## src/rtl/insn_sequencer_if.sv

```systemverilog
// Memory-side handshake bundle of the instruction sequencer: the
// instruction-fetch port and the data-access port. The sequencer drives the
// requests (master); the memory system answers with ready/data (slave).
interface insn_sequencer_if #(
  parameter int AWIDTH = 32,
  parameter int DWIDTH = 32
);

  // Instruction fetch port
  logic              imem_req_o;
  logic [AWIDTH-1:0] imem_addr_o;
  logic              imem_ready_i;
  logic [DWIDTH-1:0] imem_rdata_i;

  // Data access port (address/data travel on the datapath, not here)
  logic              dmem_req_o;
  logic              dmem_we_o;
  logic              dmem_ready_i;

  modport master (
    output imem_req_o,
    output imem_addr_o,
    input  imem_ready_i,
    input  imem_rdata_i,
    output dmem_req_o,
    output dmem_we_o,
    input  dmem_ready_i
  );

  modport slave (
    input  imem_req_o,
    input  imem_addr_o,
    output imem_ready_i,
    output imem_rdata_i,
    input  dmem_req_o,
    input  dmem_we_o,
    output dmem_ready_i
  );

endinterface : insn_sequencer_if

```

## src/rtl/insn_sequencer.sv

```systemverilog
// Multi-cycle control sequencer for the single-issue RISC-V core. Owns the PC
// and the instruction register and walks each instruction through
// FETCH -> DECODE -> EXECUTE -> (MEM) -> (WB). All handshake and strobe
// outputs are registers loaded together with the state they belong to, so
// none of them depends combinationally on a memory ready input.
module insn_sequencer #(
  parameter int              AWIDTH   = 32,
  parameter int              DWIDTH   = 32,
  parameter logic [AWIDTH-1:0] RESET_PC = AWIDTH'(32'h0100_0000)
) (
  input  logic              clk,
  input  logic              rst,
  insn_sequencer_if.master  mem,
  output logic [AWIDTH-1:0] pc_o,
  output logic [DWIDTH-1:0] insn_o,
  input  logic [6:0]        opcode_i,
  input  logic [4:0]        rd_i,
  input  logic              branch_taken_i,
  input  logic [AWIDTH-1:0] target_i,
  output logic              rf_we_o,
  output logic [2:0]        state_o,
  output logic              retire_o,
  output logic [31:0]       instret_o,
  output logic              halted_o,
  output logic              fault_o
);

  // RV32I major opcodes the sequencer distinguishes
  localparam logic [6:0] OPC_OP     = 7'b0110011;
  localparam logic [6:0] OPC_OP_IMM = 7'b0010011;
  localparam logic [6:0] OPC_LOAD   = 7'b0000011;
  localparam logic [6:0] OPC_STORE  = 7'b0100011;
  localparam logic [6:0] OPC_BRANCH = 7'b1100011;
  localparam logic [6:0] OPC_JAL    = 7'b1101111;
  localparam logic [6:0] OPC_JALR   = 7'b1100111;
  localparam logic [6:0] OPC_LUI    = 7'b0110111;
  localparam logic [6:0] OPC_AUIPC  = 7'b0010111;
  localparam logic [6:0] OPC_SYSTEM = 7'b1110011;

  localparam logic [DWIDTH-1:0] NOP_INSN = DWIDTH'(32'h0000_0013);

  typedef enum logic [2:0] {
    S_FETCH   = 3'd0,
    S_DECODE  = 3'd1,
    S_EXECUTE = 3'd2,
    S_MEM     = 3'd3,
    S_WB      = 3'd4,
    S_HALT    = 3'd5
  } state_t;

  // Path an instruction takes after EXECUTE, captured once in DECODE
  typedef enum logic [1:0] {
    CLS_WB     = 2'd0,   // ALU, JAL, JALR, LUI, AUIPC
    CLS_LOAD   = 2'd1,
    CLS_STORE  = 2'd2,
    CLS_BRANCH = 2'd3
  } insn_class_t;

  state_t            r_state;
  insn_class_t       r_class;
  logic [AWIDTH-1:0] r_pc;
  logic [AWIDTH-1:0] r_next_pc;
  logic [DWIDTH-1:0] r_insn;
  logic [31:0]       r_instret;
  logic              r_imem_req;
  logic              r_dmem_req;
  logic              r_dmem_we;
  logic              r_rf_we;
  logic              r_retire;
  logic              r_halted;
  logic              r_fault;

  logic [AWIDTH-1:0] w_next_pc;
  logic              w_misaligned;

  // Redirect target or sequential successor; the add wraps at AWIDTH bits
  assign w_next_pc    = branch_taken_i ? target_i : r_pc + AWIDTH'(4);
  assign w_misaligned = branch_taken_i && (target_i[1:0] != 2'b00);

  // Sequencer FSM with its registered handshake and strobe outputs
  // NOTE: every register here uses <= so all of them see the same pre-edge
  // values; a blocking = would let later lines observe half-updated state.
  always_ff @(posedge clk or posedge rst) begin
    if (rst) begin
      r_state    <= S_FETCH;
      r_class    <= CLS_WB;
      r_pc       <= RESET_PC;
      r_next_pc  <= RESET_PC;
      r_insn     <= NOP_INSN;
      r_instret  <= '0;
      r_imem_req <= 1'b1;
      r_dmem_req <= 1'b0;
      r_dmem_we  <= 1'b0;
      r_rf_we    <= 1'b0;
      r_retire   <= 1'b0;
      r_halted   <= 1'b0;
      r_fault    <= 1'b0;
    end else begin
      // One-cycle strobes fall back to zero unless a transition raises them
      r_rf_we  <= 1'b0;
      r_retire <= 1'b0;

      case (r_state)
        S_FETCH: begin
          if (mem.imem_ready_i) begin
            r_insn     <= mem.imem_rdata_i;
            r_imem_req <= 1'b0;
            r_state    <= S_DECODE;
          end
        end

        S_DECODE: begin
          case (opcode_i)
            OPC_OP, OPC_OP_IMM, OPC_JAL, OPC_JALR, OPC_LUI, OPC_AUIPC: begin
              r_class <= CLS_WB;
              r_state <= S_EXECUTE;
            end
            OPC_LOAD: begin
              r_class <= CLS_LOAD;
              r_state <= S_EXECUTE;
            end
            OPC_STORE: begin
              r_class <= CLS_STORE;
              r_state <= S_EXECUTE;
            end
            OPC_BRANCH: begin
              r_class <= CLS_BRANCH;
              r_state <= S_EXECUTE;
            end
            OPC_SYSTEM: begin
              // ECALL/EBREAK: orderly stop, not a fault
              r_halted <= 1'b1;
              r_state  <= S_HALT;
            end
            default: begin
              r_halted <= 1'b1;
              r_fault  <= 1'b1;
              r_state  <= S_HALT;
            end
          endcase
        end

        S_EXECUTE: begin
          r_next_pc <= w_next_pc;
          if (w_misaligned) begin
            // PC keeps pointing at the offending control-transfer instruction
            r_halted <= 1'b1;
            r_fault  <= 1'b1;
            r_state  <= S_HALT;
          end else begin
            case (r_class)
              CLS_LOAD, CLS_STORE: begin
                r_dmem_req <= 1'b1;
                r_dmem_we  <= (r_class == CLS_STORE);
                r_state    <= S_MEM;
              end
              CLS_BRANCH: begin
                // Retires straight from EXECUTE with the freshly computed PC
                r_pc       <= w_next_pc;
                r_instret  <= r_instret + 32'd1;
                r_retire   <= 1'b1;
                r_imem_req <= 1'b1;
                r_state    <= S_FETCH;
              end
              default: begin
                r_rf_we  <= (rd_i != 5'd0);
                r_retire <= 1'b1;
                r_state  <= S_WB;
              end
            endcase
          end
        end

        S_MEM: begin
          if (mem.dmem_ready_i) begin
            r_dmem_req <= 1'b0;
            r_dmem_we  <= 1'b0;
            if (r_class == CLS_STORE) begin
              r_pc       <= r_next_pc;
              r_instret  <= r_instret + 32'd1;
              r_retire   <= 1'b1;
              r_imem_req <= 1'b1;
              r_state    <= S_FETCH;
            end else begin
              r_rf_we  <= (rd_i != 5'd0);
              r_retire <= 1'b1;
              r_state  <= S_WB;
            end
          end
        end

        S_WB: begin
          // rf_we/retire were raised on entry; this edge commits the PC
          r_pc       <= r_next_pc;
          r_instret  <= r_instret + 32'd1;
          r_imem_req <= 1'b1;
          r_state    <= S_FETCH;
        end

        S_HALT: begin
          r_state <= S_HALT;
        end

        default: begin
          // Unused encodings are treated as a fault rather than wandering
          r_halted <= 1'b1;
          r_fault  <= 1'b1;
          r_state  <= S_HALT;
        end
      endcase
    end
  end

  // Output wiring: everything visible outside is a register
  assign mem.imem_req_o  = r_imem_req;
  assign mem.imem_addr_o = r_pc;
  assign mem.dmem_req_o  = r_dmem_req;
  assign mem.dmem_we_o   = r_dmem_we;
  assign pc_o            = r_pc;
  assign insn_o          = r_insn;
  assign rf_we_o         = r_rf_we;
  assign state_o         = r_state;
  assign retire_o        = r_retire;
  assign instret_o       = r_instret;
  assign halted_o        = r_halted;
  assign fault_o         = r_fault;

endmodule : insn_sequencer

```

## src/flat_wrapper.sv

```systemverilog
// flat-port wrapper written by rule: the top's interface ports become plain ports
module insn_sequencer_flat 
#(
  parameter int              AWIDTH   = 32,
  parameter int              DWIDTH   = 32,
  parameter logic [AWIDTH-1:0] RESET_PC = AWIDTH'(32'h0100_0000)
)
  (clk, rst, pc_o, insn_o, opcode_i, rd_i, branch_taken_i, target_i, rf_we_o, state_o, retire_o, instret_o, halted_o, fault_o, mem_imem_req_o, mem_imem_addr_o, mem_imem_ready_i, mem_imem_rdata_i, mem_dmem_req_o, mem_dmem_we_o, mem_dmem_ready_i);
  insn_sequencer_if #(.AWIDTH(AWIDTH), .DWIDTH(DWIDTH)) mem_i ();
  input  logic clk;
  input  logic rst;
  output logic [AWIDTH-1:0] pc_o;
  output logic [DWIDTH-1:0] insn_o;
  input  logic [6:0] opcode_i;
  input  logic [4:0] rd_i;
  input  logic branch_taken_i;
  input  logic [AWIDTH-1:0] target_i;
  output logic rf_we_o;
  output logic [2:0] state_o;
  output logic retire_o;
  output logic [31:0] instret_o;
  output logic halted_o;
  output logic fault_o;
  output wire logic [$bits(mem_i.imem_req_o)-1:0] mem_imem_req_o;
  output wire logic [$bits(mem_i.imem_addr_o)-1:0] mem_imem_addr_o;
  input wire logic [$bits(mem_i.imem_ready_i)-1:0] mem_imem_ready_i;
  input wire logic [$bits(mem_i.imem_rdata_i)-1:0] mem_imem_rdata_i;
  output wire logic [$bits(mem_i.dmem_req_o)-1:0] mem_dmem_req_o;
  output wire logic [$bits(mem_i.dmem_we_o)-1:0] mem_dmem_we_o;
  input wire logic [$bits(mem_i.dmem_ready_i)-1:0] mem_dmem_ready_i;
  assign mem_imem_req_o = mem_i.imem_req_o;
  assign mem_imem_addr_o = mem_i.imem_addr_o;
  assign mem_i.imem_ready_i = mem_imem_ready_i;
  assign mem_i.imem_rdata_i = mem_imem_rdata_i;
  assign mem_dmem_req_o = mem_i.dmem_req_o;
  assign mem_dmem_we_o = mem_i.dmem_we_o;
  assign mem_i.dmem_ready_i = mem_dmem_ready_i;
  insn_sequencer #(.AWIDTH(AWIDTH), .DWIDTH(DWIDTH), .RESET_PC(RESET_PC)) u_core (.clk(clk), .rst(rst), .mem(mem_i), .pc_o(pc_o), .insn_o(insn_o), .opcode_i(opcode_i), .rd_i(rd_i), .branch_taken_i(branch_taken_i), .target_i(target_i), .rf_we_o(rf_we_o), .state_o(state_o), .retire_o(retire_o), .instret_o(instret_o), .halted_o(halted_o), .fault_o(fault_o));
endmodule
```

## config.mk

```make
export PLATFORM = sky130hd
export DESIGN_NAME = insn_sequencer_flat
export DESIGN_NICKNAME = d
export VERILOG_FILES = /design/src/rtl/insn_sequencer_if.sv /design/src/rtl/insn_sequencer.sv /design/src/flat_wrapper.sv
export SDC_FILE = /design/constraint.sdc
export NUM_CORES = 1
export LEC_CHECK = 0
export CAP_MARGIN = 30
export CELL_PAD_IN_SITES_DETAIL_PLACEMENT = 0
export CELL_PAD_IN_SITES_GLOBAL_PLACEMENT = 1
export CORE_MARGIN = 2
export CORE_UTILIZATION = 36
export CTS_CLUSTER_DIAMETER = 60
export DETAILED_ROUTE_END_ITERATION = 16
export PLACE_DENSITY_LB_ADDON = 0.1
export SKIP_CTS_REPAIR_TIMING = 1
export SYNTH_ARGS = -nofsm -noshare
export SYNTH_HDL_FRONTEND = slang
export SYNTH_SLANG_ARGS = --single-unit
```

## constraint.sdc

```tcl
create_clock -name clk -period 5.8 [get_ports clk]
set_input_delay 0.87 -clock clk [delete_from_list [all_inputs] [get_ports clk]]
set_output_delay 0.87 -clock clk [all_outputs]
set_load 0.01 [all_outputs]
```

==> results.toml <==
[outcome]
status = "finished clean"

[sta]
tightest_slew_ps = 801
relSlewSlack_pct = 46.6
tns_ps = 0
skew_ps = 11.5
min_period_ps = 3460
fmax_mhz = 289
setup_violations = 0
hold_viol = 0
setup_slack_ps = 2340
finalCritPeriodShare_pct = 59.7
rsz0062_at_grt = "no"
slew_viol_final = 0

[logic_synthesis]
synth_edf_count = 0
yosys.area.top_type = "dfrtp_1"
ys_seq_elements = 140
synthArstFlopShare_pct = 100
synth-seq-area-share_pct = 47.7
synth_area_sq_um = 7360
synth_top_area_share_pct = 45.6
synthFlopType = "dfrtp_1"
syn_area_per_cell_sq_um = 9.95
yosys-top-cells-area = "dfrtp_1 46%, mux2_2 5.5%, xnor2_1 4.5%, nand2_1 4.1%, buf_4 3.3%"
syn-num-nets = 826
ys_warn_count = 0
netlist_instances = 739
yosysUniqueCellTypes = 61

[worst_setup_path]
crit_fanout = 66
path_cells = "buf_2, buf_4, o21ai_0, nand4b_1, buf_4, and2_1, buf_4, nor2_1, a2bb2oi_1"
worst-path-buf-inv = 4
max_stage_delay_ps = 700
end_kind = "flip-flop"
cp_slowest_cell = "and2_1"
r2r_cells = 5
crit_cells = 9
critical_path_required_ps = 6080
regToRegSetupSlack_ps = 2680
cp.arrival_ps = 3750
cp-start-kind = "primary input"
cpMostUsedCell = "buf_4"
critPathKind = "in2reg"
critical_path.top_delay_family = "buffers and inverters"

[layout]
drive_gt1_share_pct = 10.8
n_antenna_cell = 0
syn_to_final_growth_pct = 38.1
multi_input_area_sq_um = 3360
regArea_sq_um = 3510
fin_nets = 998
fill_cells = 1837

[flow_run]
cap_viol_max_count = 0

[floorplan]
fp.dieW_um = 147
fp.dieArea_sq_um = 21600
initial_utilization_pct = 36.5
row_count = 52
io_pins = 219
core_sq_um = 20200
die_y_um = 147

[power]
p_comb_share_pct = 39.1
clockPowerShare_pct = 24.6
ir_drop_v = 0.000245
internal_power_uw = 2880
switching_share_pct = 34.9
power.share.sequential_pct = 36.3
power.density_nw_per_um2 = 435
power_switching_uw = 1540
leakagePower_uw = 0.00415
power_uw = 4420

[clock_tree]
clk_pin_slew_ps = 60
cts_tree = "built"
cts-root-buf = "clkbuf_16"
htree_levels = 4
cts_buffer_depth = 2
insertion_delay_ps = 420
cts_buffers = 17
cts.sinks = 140

[worst_hold_path]
hold_depth = 1
worstHoldPathType = "reg2reg"

[detailed_routing]
first_pass_iters = 5
drtIter0Drc = 359
antenna_left = 0
drc_errors = 0
vias = 6321
viasPerCell = 5.30
post_drt_wl_per_cell_um = 17.6
drt-total-wl_um = 20900

[global_routing]
grt_pass1_vias = 6403
grt-ovfl-total = 0
antenna_found_initial = 0
grt_max_degree = 100
grt_pass1_wl_um = 34100
grt_usage_pct = 19.7

[placement]
portBuffers = 218
gp_congestion = 0.832
place_ws_ps = 1840
dp.final_hpwl_um = 14300
[stage by stage]
| step | util [%] | hold WS [ps] | std cells | cell area (sq um) |
|---|---|---|---|---|
| 6_report | 50.3 | 467 | 1193 | 10200 |
| 4_1_cts | 50.2 | 468 | 1192 | 10100 |
| 2_1_floorplan | - | 442 | 739 | 7360 |
| 5_1_grt | 50.3 | 487 | 1193 | 10200 |
| 3_3_place_gp | 47.2 | 446 | 1159 | 9510 |
| 3_5_place_dp | 47.3 | 460 | 1161 | 9540 |
[worst paths after layout]
kind	to	from
min in group asynchronous	u_core.insn_o[22]	rst
worst max register to register	u_core.mem.imem_addr_o[31]	u_core.mem.imem_addr_o[4]
max in group asynchronous	u_core.mem.imem_addr_o[15]	rst
worst min register to register	u_core.instret_o[31]	u_core.instret_o[31]
worst min-delay path	u_core.instret_o[31]	u_core.instret_o[31]
worst max-delay path	u_core.mem.imem_addr_o[1]	branch_taken_i
[flip-flops by register name (all words and copies together) (netlist names), 2 cells and up]
signal                  cells
u_core.insn_o              32
u_core.instret_o           32
u_core.mem.imem_addr_o     32
u_core.r_class              2
u_core.r_next_pc           32
u_core.state_o              3
[cell usage after synthesis (all sizes together) (4+ instances only)]
library cell / number
nor2: 28
mux2i: 12
nand3: 36
and3: 13
a31oi: 6
clkbuf: 31
nand2b: 13
xnor2: 38
o21a: 5
o31a: 8
xor2: 9
o22ai: 4
o41ai: 5
and4: 7
or4: 4
o221ai: 6
a21oi: 28
nor3: 18
nor4: 10
buf: 47
dfrtp: 134
nor2b: 11
nand2: 81
o21ai: 48
o211ai: 12
o31ai: 15
dfstp: 6
ha: 6
inv: 12
mux2: 36
nand4: 18
[worst register-to-register path, delay by kind of cell, from the launching register on]
family,cells,cell delay (ps)
simple gates,3,1750
mux,1,420
compound gates,1,290
flops,1,550
[cells by family (layout without fill, tap and decap cells)]
kind of cell | Yosys count | count (layout) | share of synthesized area [%]
DFF | 140 | 140 | 47.7
muxes | 48 | 48 | 7.14
xor gates and xnor gates | 47 | 47 | 5.60
AOI/OAI and AO/OA | 154 | 154 | 13.6
adders and majority gates | 6 | 6 | 1.02
buffers and inverters | 90 | 274 | 6.68
and+or+nand+nor | 254 | 254 | 18.3
[layout by cell type, fill, tap and decap left out, types with 28 or more instances in the layout]
master             n
a21oi_1           28
clkdlybuf4s50_1  217
dfrtp_1          134
mux2_2            36
nand2_1           81
nand3_1           36
nor2_1            28
o21ai_0           44
xnor2_1           38
[routing by layer]
layer / vias to the layer above / part of all wire (%) / GRT usage, %
li1: 2970 / - / -
met1: 3131 / 44 / 26.5
met2: 195 / 49 / 31.7
met3: 25 / 5.7 / 5.31
met4: 0 / 1.6 / 5.24
met5: - / 0 / 0
[power groups by stage]
stage	clock, uW	sequential (uW)	combinational, uW
5_1_grt	1170	1650	1870
6_report	1090	1600	1730
4_1_cts	1120	1610	1740
3_5_place_dp	0	1620	1730
2_1_floorplan	0	1620	857
3_3_place_gp	0	1600	1700
[cell type report]
class | count | share of cell area (%)
clock inverters | 12 | 1.34
clock buffers | 19 | 4.46
inverters | 12 | 0.493
well taps | 270 | 3.33
repair buffers | 231 | 22.7
flip-flops and latches | 140 | 34.6
multi-input cells | 509 | 33.1
Note: power is estimated with default switching activity, not from simulation.
